**src/rtl/instr_fetch_if.sv**
```systemverilog
// Fetch-unit bus: instruction-memory request/ack port plus the decoded-op
// handshake toward the executing stage. master = fetch unit, slave = its environment.
interface instr_fetch_if #(
    parameter int AW = 8
);
    logic          imem_req;
    logic [AW-1:0] imem_addr;
    logic          imem_ack;
    logic [15:0]   imem_rdata;
    logic          op_valid;
    logic [15:0]   op_code;
    logic [AW-1:0] pc_out;
    logic          op_ready;
    logic          br;
    logic [AW-1:0] br_target;

    modport master (
        output imem_req, imem_addr, op_valid, op_code, pc_out,
        input  imem_ack, imem_rdata, op_ready, br, br_target
    );

    modport slave (
        input  imem_req, imem_addr, op_valid, op_code, pc_out,
        output imem_ack, imem_rdata, op_ready, br, br_target
    );
endinterface

```
**src/rtl/instr_fetch.sv**
```systemverilog
// Instruction prefetcher: sequential fetch into a small {word, address} FIFO,
// flushed and redirected by a taken branch.
//
// state   | meaning
// --------+----------------------------------------------------------
// S_IDLE  | one dead cycle after reset before the first request
// S_REQ   | request fetch_pc from memory, held until ack or branch
// S_HOLD  | FIFO full, no request until the executing stage pops
// S_FLUSH | one request-free cycle after a branch redirect
module instr_fetch #(
    parameter int AW    = 8,
    parameter int DEPTH = 2
) (
    input  logic          clk,
    input  logic          rst_n,
    instr_fetch_if.master bus
);
    localparam int PW = $clog2(DEPTH);
    localparam int CW = $clog2(DEPTH + 1);

    typedef enum logic [1:0] {S_IDLE, S_REQ, S_HOLD, S_FLUSH} state_t;

    state_t        state_q, state_d;
    logic [AW-1:0] fetch_pc_q, fetch_pc_d;
    logic [CW-1:0] count_q, count_d, count_after;
    logic [PW-1:0] rd_ptr_q, rd_ptr_d, wr_ptr_q, wr_ptr_d;
    logic [15:0]   word_q [DEPTH];
    logic [AW-1:0] addr_q [DEPTH];
    logic          push, pop, op_valid;

    assign op_valid = (count_q != '0);

    always_comb begin
        push        = (state_q == S_REQ) && bus.imem_ack && !bus.br;
        pop         = op_valid && bus.op_ready && !bus.br;
        count_after = count_q + CW'(push) - CW'(pop);
        state_d     = state_q;
        fetch_pc_d  = fetch_pc_q;
        count_d     = count_q;
        rd_ptr_d    = rd_ptr_q;
        wr_ptr_d    = wr_ptr_q;
        // A taken branch wins over any same-cycle push/pop; the acked word is dropped.
        if (bus.br) begin
            state_d    = S_FLUSH;
            fetch_pc_d = bus.br_target;
            count_d    = '0;
            rd_ptr_d   = '0;
            wr_ptr_d   = '0;
        end else begin
            count_d = count_after;
            if (push) begin
                fetch_pc_d = fetch_pc_q + AW'(1);
                wr_ptr_d   = wr_ptr_q + PW'(1);
            end
            if (pop) begin
                rd_ptr_d = rd_ptr_q + PW'(1);
            end
            unique case (state_q)
                S_IDLE:  state_d = S_REQ;
                S_REQ:   state_d = (push && count_after == CW'(DEPTH)) ? S_HOLD : S_REQ;
                S_HOLD:  state_d = (count_after < CW'(DEPTH)) ? S_REQ : S_HOLD;
                S_FLUSH: state_d = S_REQ;
                default: state_d = S_IDLE;
            endcase
        end
    end

    always_ff @(posedge clk or negedge rst_n) begin
        if (!rst_n) begin
            state_q    <= S_IDLE;
            fetch_pc_q <= '0;
            count_q    <= '0;
            rd_ptr_q   <= '0;
            wr_ptr_q   <= '0;
        end else begin
            state_q    <= state_d;
            fetch_pc_q <= fetch_pc_d;
            count_q    <= count_d;
            rd_ptr_q   <= rd_ptr_d;
            wr_ptr_q   <= wr_ptr_d;
        end
    end

    // Storage needs no reset: entries are only visible while counted as valid.
    always_ff @(posedge clk) begin
        if (push) begin
            word_q[wr_ptr_q] <= bus.imem_rdata;
            addr_q[wr_ptr_q] <= fetch_pc_q;
        end
    end

    assign bus.imem_req  = (state_q == S_REQ);
    assign bus.imem_addr = fetch_pc_q;
    assign bus.op_valid  = op_valid;
    assign bus.op_code   = op_valid ? word_q[rd_ptr_q] : '0;
    assign bus.pc_out    = op_valid ? addr_q[rd_ptr_q] : '0;
endmodule

```
**src/flat_wrapper.sv**
```systemverilog
// flat-port wrapper written by rule: the top's interface ports become plain ports
module instr_fetch_flat 
#(
    parameter int AW    = 8,
    parameter int DEPTH = 2
)
  (clk, rst_n, bus_imem_req, bus_imem_addr, bus_op_valid, bus_op_code, bus_pc_out, bus_imem_ack, bus_imem_rdata, bus_op_ready, bus_br, bus_br_target);
  instr_fetch_if #(.AW(AW)) bus_i ();
  input  logic clk;
  input  logic rst_n;
  output wire logic [$bits(bus_i.imem_req)-1:0] bus_imem_req;
  output wire logic [$bits(bus_i.imem_addr)-1:0] bus_imem_addr;
  output wire logic [$bits(bus_i.op_valid)-1:0] bus_op_valid;
  output wire logic [$bits(bus_i.op_code)-1:0] bus_op_code;
  output wire logic [$bits(bus_i.pc_out)-1:0] bus_pc_out;
  input wire logic [$bits(bus_i.imem_ack)-1:0] bus_imem_ack;
  input wire logic [$bits(bus_i.imem_rdata)-1:0] bus_imem_rdata;
  input wire logic [$bits(bus_i.op_ready)-1:0] bus_op_ready;
  input wire logic [$bits(bus_i.br)-1:0] bus_br;
  input wire logic [$bits(bus_i.br_target)-1:0] bus_br_target;
  assign bus_imem_req = bus_i.imem_req;
  assign bus_imem_addr = bus_i.imem_addr;
  assign bus_op_valid = bus_i.op_valid;
  assign bus_op_code = bus_i.op_code;
  assign bus_pc_out = bus_i.pc_out;
  assign bus_i.imem_ack = bus_imem_ack;
  assign bus_i.imem_rdata = bus_imem_rdata;
  assign bus_i.op_ready = bus_op_ready;
  assign bus_i.br = bus_br;
  assign bus_i.br_target = bus_br_target;
  instr_fetch #(.AW(AW), .DEPTH(DEPTH)) u_core (.clk(clk), .rst_n(rst_n), .bus(bus_i));
endmodule
```
**config.mk**
```make
export PLATFORM = sky130hd
export DESIGN_NAME = instr_fetch_flat
export DESIGN_NICKNAME = d
export VERILOG_FILES = /design/src/rtl/instr_fetch_if.sv /design/src/rtl/instr_fetch.sv /design/src/flat_wrapper.sv
export SDC_FILE = /design/constraint.sdc
export NUM_CORES = 1
export LEC_CHECK = 0
export CORE_MARGIN = 2
export CORE_UTILIZATION = 32
export CTS_CLUSTER_DIAMETER = 30
export DETAILED_ROUTE_END_ITERATION = 8
export SLEW_MARGIN = 20
export SYNTH_ARGS = -nofsm -noshare
export SYNTH_HDL_FRONTEND = slang
export SYNTH_SLANG_ARGS = --single-unit
```
**constraint.sdc**
```tcl
create_clock -name clk -period 4.8 [get_ports clk]
set_input_delay 1.2 -clock clk [delete_from_list [all_inputs] [get_ports clk]]
set_output_delay 1.2 -clock clk [all_outputs]
set_load 0.1 [all_outputs]
```
==> run summary <==
#FFs+latches synth - 62
Vias - 1667
num rows - 33
number of synthesized flops with an enable pin - 48
All-Layer GR Usage - 0.124
Rel. slew slack - 0.346
Max Buffers Root-to-Sink - 2
met2 global-route usage - 0.190
Pins Over Slew Limit - 0
Worst Hold Class - register to register
H-tree depth - 3
final non-filler cell total - 371
Final TNS setup - 0 ps
fin nets - 297
fin crit period - 3370 ps
DIE HEIGHT - 94.7 um
syn_area_per_cell - 13.7 um^2
total CTS buffers - 9
root buffer cell - clkbuf_8
unrepaired setup endpoints after global routing - no
Placed Instances - 356
die footprint - 0.00896 mm^2
WL/cell - 13.7 um
Worst-Skew Late Latency - 330 ps
Post-Synthesis Net Count - 227
status - completed
Cells after Synth - 192
GRT overflow - 0
port bufs - 62
Setup Fix Bufs, Post-CTS - 0
CTS sink cnt - 62
Worst Setup Start Kind - register
YS warnings - 0
Syn-to-layout area delta - 32.5%
fillcell total - 792
Net Sw Power - 531 uW
GR Util met3 - 0.0375
Synth cell types - 25
PostCTS Resize Cnt - 0
arrival time at the worst endpoint - 2170 ps
iteration-0 DRC count of the detailed router - 62
leakage - 0.00130 uW
period utilization - 0.701
CTS tree - yes
CP Class - register to output pin
skew final - 9.06 ps
Max FO, Critical Path - 4
initial antenna violation count - 0
Initial Utilization - 0.325
Clock power frac - 0.256
switching share of power - 0.372
count of final setup violators - 0
DRC errors left - 0
Seq pwr share - 0.439
achievable frequency - 0.297 GHz
# diodes - 0
Synth Flop Type - edfxtp_1
final antenna-violating net count - 0
Combinational Power Share - 0.305
Max Cap Viol - 0
crit path capture type - output pin
dpl hpwl - 3.37 mm
grt met1 use - 0.158
final hold violation count - 0
CTS clk-pin slew, worst paths - 60 ps
largest net degree at the start of global routing - 32
final WL - 5.07 mm
register area share after synthesis - 0.681
Internal - 896 uW
share of cells above drive strength 1 - 0.177
Ports - 63
vias in the first global route - 1665
Async SR Flop Fraction - 0.226
GR peak layer - met2
Req. time, crit path - 3600 ps
die span in x - 94.7 um
CTS Hold Bufs - 0
GPL Wtd Cong - 0.725
Slew @ Worst Pin - 978 ps
cell area after synthesis - 0.00263 mm^2
vias per cell - 4.49
CORE AREA - 0.00809 mm^2
first-pass GRT wire length - 8.22 mm
IR Drop Worst-Case VDD - 198 uV
Power Dens Cells - 409 mW/mm^2
drt pass-1 iters - 4
WHS - 559 ps
==> worst max-delay path, cell delays in order (launching register included) <==
cell and delay [ps]:
dfrtp_1 380, inv_1 80, ha_1 220, clkdlybuf4s50_1 1160
==> area by class of cell <==
cell class              instances  area (um^2)  area share
inverters                       6         22.5     0.00646
flip-flops and latches         62         1790       0.514
multi-input cells             116          787       0.226
repair buffers                 67          598       0.172
clock inverters                 5         27.5     0.00790
well taps                     105          131      0.0377
clock buffers                  10          128      0.0366
==> final timing paths <==
kind                                               from                      end  slack [ps]  cells past startpoint
worst max-delay path                  u_core.state_q[1]             bus_imem_req        1430                      3
worst min-delay path            u_core.bus.imem_addr[6]      u_core.addr_q[1][6]         560                      0
worst max register to register        u_core.state_q[1]        u_core.state_q[0]        2680                      8
worst min register to register  u_core.bus.imem_addr[6]      u_core.addr_q[1][6]         560                      0
max in group asynchronous                         rst_n          u_core.rd_ptr_q        3100                      1
min in group asynchronous                         rst_n  u_core.bus.imem_addr[5]        1270                      1
==> cell usage after synthesis (2+ instances only) <==
| library cell | n | area share |
|---|---|---|
| buf_2 | 5 | 0.0095 |
| or4_1 | 4 | 0.011 |
| nor2b_1 | 6 | 0.014 |
| nand4_1 | 2 | 0.0048 |
| dfrtp_1 | 14 | 0.13 |
| nand2_1 | 11 | 0.016 |
| ha_1 | 6 | 0.029 |
| o21ai_0 | 9 | 0.017 |
| mux2i_1 | 25 | 0.095 |
| nor2_1 | 32 | 0.046 |
| inv_1 | 6 | 0.0086 |
| nand3_1 | 7 | 0.013 |
| xor2_1 | 4 | 0.013 |
| clkbuf_1 | 3 | 0.0043 |
| edfxtp_1 | 48 | 0.55 |
==> cells by family (layout without fill, tap and decap cells) <==
logic type / Yosys count / count (layout) / share of synthesized area
xor+xnor: 5 / 5 / 0.0224
flops: 62 / 62 / 0.681
mux: 25 / 25 / 0.0951
simple gates: 67 / 67 / 0.118
buf+inv: 14 / 88 / 0.0224
compound gates: 13 / 13 / 0.0323
fa+ha+maj: 6 / 6 / 0.0285
==> power by group through the flow <==
stage	Combinational, uW	Sequential (uW)	Clock [uW]
5_1_grt	460	629	406
3_3_place_gp	438	636	0
3_5_place_dp	440	637	0
4_1_cts	441	626	381
6_report	435	626	365
2_1_floorplan	279	685	0
==> per-stage QoR <==
step / setup WS [ps] / area (um^2) / power, uW / utilization
3_3_place_gp: 1620 / 3330 / 1070 / 0.412
3_5_place_dp: 1570 / 3330 / 1080 / 0.412
5_1_grt: 1330 / 3490 / 1490 / 0.431
6_report: 1430 / 3490 / 1430 / 0.431
4_1_cts: 1400 / 3490 / 1450 / 0.431
2_1_floorplan: 968 / 2630 / 964 / -
==> registers in the layout, indices dropped and copies added, names as in the netlist <==
signal / cells
u_core.wr_ptr_q: 1
u_core.rd_ptr_q: 1
u_core.addr_q: 16
u_core.count_q: 2
u_core.bus.imem_addr: 8
u_core.word_q: 32
u_core.state_q: 2
==> cell usage in the layout, fill, tap and decap left out, types with 7 or more instances in the layout <==
cell	synthesis	routed
clkbuf_8	0	9
o21ai_0	9	9
mux2i_1	25	25
buf_4	0	29
edfxtp_1	48	48
dfrtp_1	14	14
clkdlybuf4s50_1	0	38
nand3_1	7	7
nor2_1	32	31
nand2_1	11	11
==> layer usage <==
metal  wire length (um)  up-vias
met5                  0        -
met2               2320       49
met3                326        4
met4                 55        0
li1                   -      835
met1               2360      779
(Power assumes the default switching activity.)
